===== src/rtl/ram_load_ctrl_pkg.sv =====
// Shared types for the RAM load controller.
// Per-channel fill state and fixed channel roles.
package ram_load_ctrl_pkg;

  typedef enum logic [1:0] {
    ST_EMPTY   = 2'd0,
    ST_FILLING = 2'd1,
    ST_FULL    = 2'd2
  } ch_state_e;

  localparam int CH_DATA   = 0;
  localparam int CH_WEIGHT = 1;

endpackage


===== src/rtl/ram_load_ctrl_if.sv =====
// Input stream, length config and RAM write bus
// of the RAM load controller.
interface ram_load_ctrl_if #(
  parameter int NUM_CH = 2,
  parameter int DW     = 8,
  parameter int DEPTH  = 64,
  parameter int AW     = $clog2(DEPTH),
  parameter int SW     = (NUM_CH > 1) ? $clog2(NUM_CH) : 1
);

  logic [SW-1:0]     sel;
  logic              in_valid;
  logic [DW-1:0]     in_data;
  logic              in_ready;
  logic              cfg_we;
  logic [SW-1:0]     cfg_ch;
  logic [AW:0]       cfg_len;
  logic              clear;
  logic [NUM_CH-1:0] wr_en;
  logic [AW-1:0]     wr_addr;
  logic [DW-1:0]     wr_data;
  logic [NUM_CH-1:0] full;
  logic              all_full;
  logic              done;
  logic              err;

  modport master (
    output sel, in_valid, in_data,
    output cfg_we, cfg_ch, cfg_len, clear,
    input  in_ready, wr_en, wr_addr, wr_data,
    input  full, all_full, done, err
  );

  modport slave (
    input  sel, in_valid, in_data,
    input  cfg_we, cfg_ch, cfg_len, clear,
    output in_ready, wr_en, wr_addr, wr_data,
    output full, all_full, done, err
  );

endinterface


===== src/rtl/ram_load_ctrl_fill_counter.sv =====
// One channel's fill counter: cnt, len and
// EMPTY/FILLING/FULL state.
module ram_fill_counter
  import ram_load_ctrl_pkg::*;
#(
  parameter int DEPTH = 64,
  parameter int AW    = $clog2(DEPTH)
) (
  input  logic        clk,
  input  logic        rst,
  input  logic        i_clear,
  input  logic        i_inc,
  input  logic        i_cfg_we,
  input  logic [AW:0] i_cfg_len,
  output logic [AW-1:0] o_cnt,
  output logic        o_full,
  output ch_state_e   o_state
);

  ch_state_e     r_state, w_state_n;
  logic [AW-1:0] r_cnt, w_cnt_n;
  logic [AW:0]   r_len, w_len_n;
  logic          w_last;

  assign w_last = ({1'b0, r_cnt} == r_len - (AW+1)'(1));

  always_comb begin
    w_state_n = r_state;
    w_cnt_n   = r_cnt;
    w_len_n   = r_len;
    if (i_clear) begin
      w_state_n = ST_EMPTY;
      w_cnt_n   = '0;
    end else if (i_inc) begin
      // cnt stays at len-1 once full
      if (w_last) begin
        w_state_n = ST_FULL;
      end else begin
        w_state_n = ST_FILLING;
        w_cnt_n   = r_cnt + AW'(1);
      end
    end
    if (i_cfg_we) w_len_n = i_cfg_len;
  end

  always_ff @(posedge clk) begin
    if (rst) begin
      r_state <= ST_EMPTY;
      r_cnt   <= '0;
      r_len   <= (AW+1)'(DEPTH);
    end else begin
      r_state <= w_state_n;
      r_cnt   <= w_cnt_n;
      r_len   <= w_len_n;
    end
  end

  assign o_cnt   = r_cnt;
  assign o_full  = (r_state == ST_FULL);
  assign o_state = r_state;

endmodule


===== src/rtl/ram_load_ctrl.sv =====
// Routes an input stream into per-channel RAMs,
// tracking fill level, completion and misuse.
module ram_load_ctrl
  import ram_load_ctrl_pkg::*;
#(
  parameter int NUM_CH = 2,
  parameter int DW     = 8,
  parameter int DEPTH  = 64,
  parameter int AW     = $clog2(DEPTH)
) (
  input  logic            clk,
  input  logic            rst,
  ram_load_ctrl_if.slave  bus
);

  localparam int SW = (NUM_CH > 1) ? $clog2(NUM_CH) : 1;

  logic [NUM_CH-1:0] w_full;
  logic [AW-1:0]     w_cnt   [NUM_CH];
  ch_state_e         w_state [NUM_CH];

  logic w_sel_ok, w_ready, w_accept, w_drop;
  logic w_ch_ok, w_len_ok, w_ch_empty;
  logic w_cfg_ok, w_cfg_bad, w_all_full;

  assign w_sel_ok = (32'(bus.sel) < NUM_CH);
  assign w_ready  = w_sel_ok && !w_full[bus.sel];
  assign w_accept = bus.in_valid & w_ready & ~bus.clear;
  assign w_drop   = bus.in_valid & ~w_ready;

  assign w_ch_ok  = (32'(bus.cfg_ch) < NUM_CH);
  assign w_len_ok = (bus.cfg_len != '0) &&
                    (bus.cfg_len <= (AW+1)'(DEPTH));
  // a clearing channel counts as EMPTY for config
  assign w_ch_empty = bus.clear ||
                      (w_state[bus.cfg_ch] == ST_EMPTY);
  assign w_cfg_ok  = bus.cfg_we & w_ch_ok &
                     w_len_ok & w_ch_empty;
  assign w_cfg_bad = bus.cfg_we & ~w_cfg_ok;

  for (genvar c = 0; c < NUM_CH; c++) begin : g_ch
    ram_fill_counter #(
      .DEPTH (DEPTH),
      .AW    (AW)
    ) u_cnt (
      .clk       (clk),
      .rst       (rst),
      .i_clear   (bus.clear),
      .i_inc     (w_accept && (bus.sel == SW'(c))),
      .i_cfg_we  (w_cfg_ok && (bus.cfg_ch == SW'(c))),
      .i_cfg_len (bus.cfg_len),
      .o_cnt     (w_cnt[c]),
      .o_full    (w_full[c]),
      .o_state   (w_state[c])
    );
  end

  logic [NUM_CH-1:0] r_wr_en;
  logic [AW-1:0]     r_wr_addr;
  logic [DW-1:0]     r_wr_data;
  logic              r_err;
  logic              r_all_full_d;

  assign w_all_full = &w_full;

  always_ff @(posedge clk) begin
    if (rst) begin
      r_wr_en      <= '0;
      r_wr_addr    <= '0;
      r_wr_data    <= '0;
      r_err        <= 1'b0;
      r_all_full_d <= 1'b0;
    end else begin
      r_wr_en      <= w_accept ?
                      (NUM_CH'(1) << bus.sel) : '0;
      r_all_full_d <= w_all_full;
      if (w_accept) begin
        r_wr_addr <= w_cnt[bus.sel];
        r_wr_data <= bus.in_data;
      end
      if (bus.clear)
        r_err <= 1'b0;
      else if (w_drop || w_cfg_bad)
        r_err <= 1'b1;
    end
  end

  assign bus.in_ready = w_ready;
  assign bus.wr_en    = r_wr_en;
  assign bus.wr_addr  = r_wr_addr;
  assign bus.wr_data  = r_wr_data;
  assign bus.full     = w_full;
  assign bus.all_full = w_all_full;
  assign bus.done     = w_all_full & ~r_all_full_d;
  assign bus.err      = r_err;

endmodule


===== src/flat_wrapper.sv =====
// flat-port wrapper written by rule: the top's interface ports become plain ports
module ram_load_ctrl_flat import ram_load_ctrl_pkg::*;
#(
  parameter int NUM_CH = 2,
  parameter int DW     = 8,
  parameter int DEPTH  = 64,
  parameter int AW     = $clog2(DEPTH)
)
  (clk, rst, bus_sel, bus_in_valid, bus_in_data, bus_cfg_we, bus_cfg_ch, bus_cfg_len, bus_clear, bus_in_ready, bus_wr_en, bus_wr_addr, bus_wr_data, bus_full, bus_all_full, bus_done, bus_err);
  ram_load_ctrl_if #(.NUM_CH(NUM_CH), .DW(DW), .DEPTH(DEPTH), .AW(AW)) bus_i ();
  input  logic clk;
  input  logic rst;
  input wire logic [$bits(bus_i.sel)-1:0] bus_sel;
  input wire logic [$bits(bus_i.in_valid)-1:0] bus_in_valid;
  input wire logic [$bits(bus_i.in_data)-1:0] bus_in_data;
  input wire logic [$bits(bus_i.cfg_we)-1:0] bus_cfg_we;
  input wire logic [$bits(bus_i.cfg_ch)-1:0] bus_cfg_ch;
  input wire logic [$bits(bus_i.cfg_len)-1:0] bus_cfg_len;
  input wire logic [$bits(bus_i.clear)-1:0] bus_clear;
  output wire logic [$bits(bus_i.in_ready)-1:0] bus_in_ready;
  output wire logic [$bits(bus_i.wr_en)-1:0] bus_wr_en;
  output wire logic [$bits(bus_i.wr_addr)-1:0] bus_wr_addr;
  output wire logic [$bits(bus_i.wr_data)-1:0] bus_wr_data;
  output wire logic [$bits(bus_i.full)-1:0] bus_full;
  output wire logic [$bits(bus_i.all_full)-1:0] bus_all_full;
  output wire logic [$bits(bus_i.done)-1:0] bus_done;
  output wire logic [$bits(bus_i.err)-1:0] bus_err;
  assign bus_i.sel = bus_sel;
  assign bus_i.in_valid = bus_in_valid;
  assign bus_i.in_data = bus_in_data;
  assign bus_i.cfg_we = bus_cfg_we;
  assign bus_i.cfg_ch = bus_cfg_ch;
  assign bus_i.cfg_len = bus_cfg_len;
  assign bus_i.clear = bus_clear;
  assign bus_in_ready = bus_i.in_ready;
  assign bus_wr_en = bus_i.wr_en;
  assign bus_wr_addr = bus_i.wr_addr;
  assign bus_wr_data = bus_i.wr_data;
  assign bus_full = bus_i.full;
  assign bus_all_full = bus_i.all_full;
  assign bus_done = bus_i.done;
  assign bus_err = bus_i.err;
  ram_load_ctrl #(.NUM_CH(NUM_CH), .DW(DW), .DEPTH(DEPTH), .AW(AW)) u_core (.clk(clk), .rst(rst), .bus(bus_i));
endmodule

===== config.mk =====
export PLATFORM = sky130hd
export DESIGN_NAME = ram_load_ctrl_flat
export DESIGN_NICKNAME = d
export VERILOG_FILES = /design/src/rtl/ram_load_ctrl_pkg.sv /design/src/rtl/ram_load_ctrl_if.sv /design/src/rtl/ram_load_ctrl_fill_counter.sv /design/src/rtl/ram_load_ctrl.sv /design/src/flat_wrapper.sv
export SDC_FILE = /design/constraint.sdc
export NUM_CORES = 1
export LEC_CHECK = 0
export ABC_AREA = 1
export BUFFER_PORTS_ARGS = -buffer_cell sky130_fd_sc_hd__clkbuf_2
export CORE_MARGIN = 3
export CORE_UTILIZATION = 55
export DETAILED_ROUTE_END_ITERATION = 16
export MAX_ROUTING_LAYER = met4
export PLACE_DENSITY_LB_ADDON = 0.25
export SYNTH_ARGS = -nofsm -noshare
export SYNTH_HDL_FRONTEND = slang
export SYNTH_SLANG_ARGS = --single-unit

===== constraint.sdc =====
create_clock -name clk -period 1.9 [get_ports clk]
set_clock_uncertainty 0.15 [all_clocks]
set_input_delay 0.19 -clock clk [delete_from_list [all_inputs] [get_ports clk]]
set_output_delay 0.19 -clock clk [all_outputs]
set_load 0.01 [all_outputs]

==> flow_summary_export.csv <==
group,metric,value,unit
finish,layout.cells.non_filler,481,
die,start_util,58.2,%
finish,fin_nets,454,
finish,area_growth,19.4,%
synth,synth_compound_area_share,10.5,%
cts,clk_pin_slew,80,ps
synth,ys_warn_count,0,
job,drv_cap,0,
sta,hold_viol,0,
place,numPortBuffers,43,
cts,cts_tree,"yes",
place,hpwl,4560,µm
detailed_routing,via_count,2449,
synth,synth.distinct_cells,27,
detailed_routing,vias_per_cell,5.09,
power_and_ir_drop,power.total,2110,µW
critical_path,cp-end-kind,"register",
detailed_routing,dr.max_layer_used,"met4",
sta,fmax,574,MHz
sta,fin_crit_sh,91.7,%
synth,syn_area,0.00259,mm²
synth,synth_top_area_cell,"dfxtp_1",
synth,synthFlopType,"dfxtp_1",
critical_path,worst-setup-path-type,"register to register",
die,die_y,74.6,µm
sta,period_needed,1740,ps
die,rows,24,
synth,postSynthAreaPerCell,6.94,µm²
global_routing,grt_overflow,0,
synth,ys_ff_latch,48,
cts,clock_latency,300,ps
detailed_routing,ant_nets,0,
die,dieArea,0.00556,mm²
power_and_ir_drop,power_density,682,mW/mm²
power_and_ir_drop,p_leak,0.00137,µW
sta,worstMarginPinSlew,473,ps
place,dpl.cell_count,465,
detailed_routing,wl_met1,2650,µm
die,io_pins,44,
synth,synth_edf_count,0,
detailed_routing,wl_per_cell,12.2,µm
power_and_ir_drop,ir_drop,0.000367,V
synth,synth-xor-area-share,5.27,%
detailed_routing,dr_wl_met3,236,µm
detailed_routing,remaining_drc_errors,0,
synth,synth_seq_area_share,37.1,%
sta,maxSlewViolCount,0,
critical_path,start_kind,"register",
synth,synth_common_cells,"nand2_1 (109), dfxtp_1 (48), nand3_1 (38)",
synth,syn_nets,399,
detailed_routing,wl,5870,µm
cts,h-tree-depth,2,
global_routing,grt_pass1_vias,2183,
synth,syn_inst,373,
synth,synth_area_leaders,"dfxtp_1 (37%), nand2_1 (16%), nand3_1 (7.4%)",
cts,cts_sinks,48,
detailed_routing,dr_wl_met2,2920,µm
synth,synth-simple-area-share,35.6,%
global_routing,antenna_found_initial,0,
die,fp.dieW,74.6,µm
global_routing,grt_max_degree,16,
detailed_routing,dr.pass1.iters,5,
outcome,status,"completed",
sta,slew_headroom,68.4,%
detailed_routing,drt_iter0_drc,138,
critical_path,crit_required,1980,ps
die,core,0.00444,mm²
worst_hold_path,min_path_type,"input pin to register",
critical_path,arrival,1820,ps
synth,synth_top_area_share,37.1,%
global_routing,grt_pass1_wl,9670,µm
sta,setup_viol,0,
place,routabilityCongestion,0.909,
sta,timing.setup.tns,0,ps
synth,yosys.area_share.adder,1.93,%
finish,drive_above_1_share,22.6,%
synth,async_flop_share,0,%
synth,synth_top_family_by_area,"simple AND/OR/NAND/NOR gates",
synth,synth_most_common_cell,"nand2_1",
cts,cts_buffers,5,
global_routing,grtUsageTotal,23.1,%
synth,synthMuxAreaShare,0,%
finish,diodes,0,
critical_path,worstPathMaxFanout,10,
cts,clockBufferDepth,2,
cts,clock-root-buffer,"clkbuf_8",
-- cells by family after synthesis --
logic type	Yosys count
adders and majority gates	4
and+or+nand+nor	205
xor gates and xnor gates	14
AOI/OAI and AO/OA	48
buffers and inverters	54
DFF	48
-- worst max-delay path, stage by stage (launching register included) --
cell,delay (ps)
dfxtp_2,360
inv_1,90
ha_4,240
inv_1,50
nand2_1,40
nand2_1,60
nand2_1,50
nor2_1,90
nand2_1,70
nor2_2,120
nand2_4,110
nand2_4,90
nand2_1,50
a21oi_1,110
-- power by group --
part | switching, µW | internal, µW
logic | 167 | 121
clock network | 338 | 430
registers | 22.1 | 1030
-- cells in the final DEF (no fill, tap or decap), drive strengths merged --
cell type    Yosys  layout
a21oi           34      34
a31oi            5       5
buf             10      11
bufinv           0       1
clkbuf           4      49
clkinv           0       1
dfxtp           48      48
dlygate4sd3      0       8
ha               4       4
inv             40      40
nand2          117     117
nand3           38      38
nand4            5       5
nor2            44      44
nor3             1       1
o211ai           1       1
o21ai            8       8
xnor2            7       7
xnor3            1       1
xor2             6       6
-- final cells by class --
cell class                 instances  area, µm²
multi-input combinational        271       1410
fill                             381       1350
sequential                        48        962
timing repair buffer              62        378
inverter                          40        150
clock buffer                       6       82.6
tap                               52       65.1
clock inverter                     2       38.8
-- registers in the layout (all words and copies together) (netlist names) --
register	flops
u_core.bus.err	1
u_core.bus.wr_addr	6
u_core.bus.wr_data	8
u_core.bus.wr_en	2
u_core.g_ch.u_cnt.o_cnt	12
u_core.g_ch.u_cnt.o_state	4
u_core.g_ch.u_cnt.r_len	14
u_core.r_all_full_d	1
-- path summary, 6_finish.rpt --
path | slack, ps | from | cells past startpoint | end
worst max register to register | 160 | u_core.g_ch[1].u_cnt.r_len[0]$_SDFFE_PP0P_ | 13 | u_core.g_ch[1].u_cnt.o_cnt[1]$_SDFFE_PP0P_
worst min-delay path | 20 | bus_cfg_len[6] | 3 | u_core.g_ch[1].u_cnt.r_len[6]$_SDFFE_PP1P_
worst max-delay path | 160 | u_core.g_ch[1].u_cnt.r_len[0]$_SDFFE_PP0P_ | 13 | u_core.g_ch[1].u_cnt.o_cnt[1]$_SDFFE_PP0P_
worst min register to register | 320 | u_core.bus.wr_data[7]$_SDFFE_PP0N_ | 2 | u_core.bus.wr_data[7]$_SDFFE_PP0N_
-- repair_timing --
action / 4_1_cts / 5_1_grt
setup endpoints to repair: 0 / 15
hold buffers: 8 / 0
gates resized for setup: 0 / 8
endpoints found under the hold margin: 8 / 0
buffers inserted: 0 / 0
-- per-layer routing --
layer	global-route usage, %	up-vias
met4	6.32	0
met1	29.6	1101
met5	-	-
met2	37.7	48
li1	-	1295
met3	3.65	5
-- per-stage QoR --
step | cell area [µm²] | util (%) | hold slack (ps) | worst slack [ps]
global placement | 2850 | 64.2 | 273 | 73.2
finish | 3090 | 69.5 | 22.7 | 158
CTS | 3050 | 68.7 | 17.9 | 10.7
detailed placement | 2850 | 64.2 | 278 | 35.3
floorplan | 2590 | - | 170 | 173
global route | 3090 | 69.5 | 36.5 | -1.50
Power figures use the tool's default switching activity.
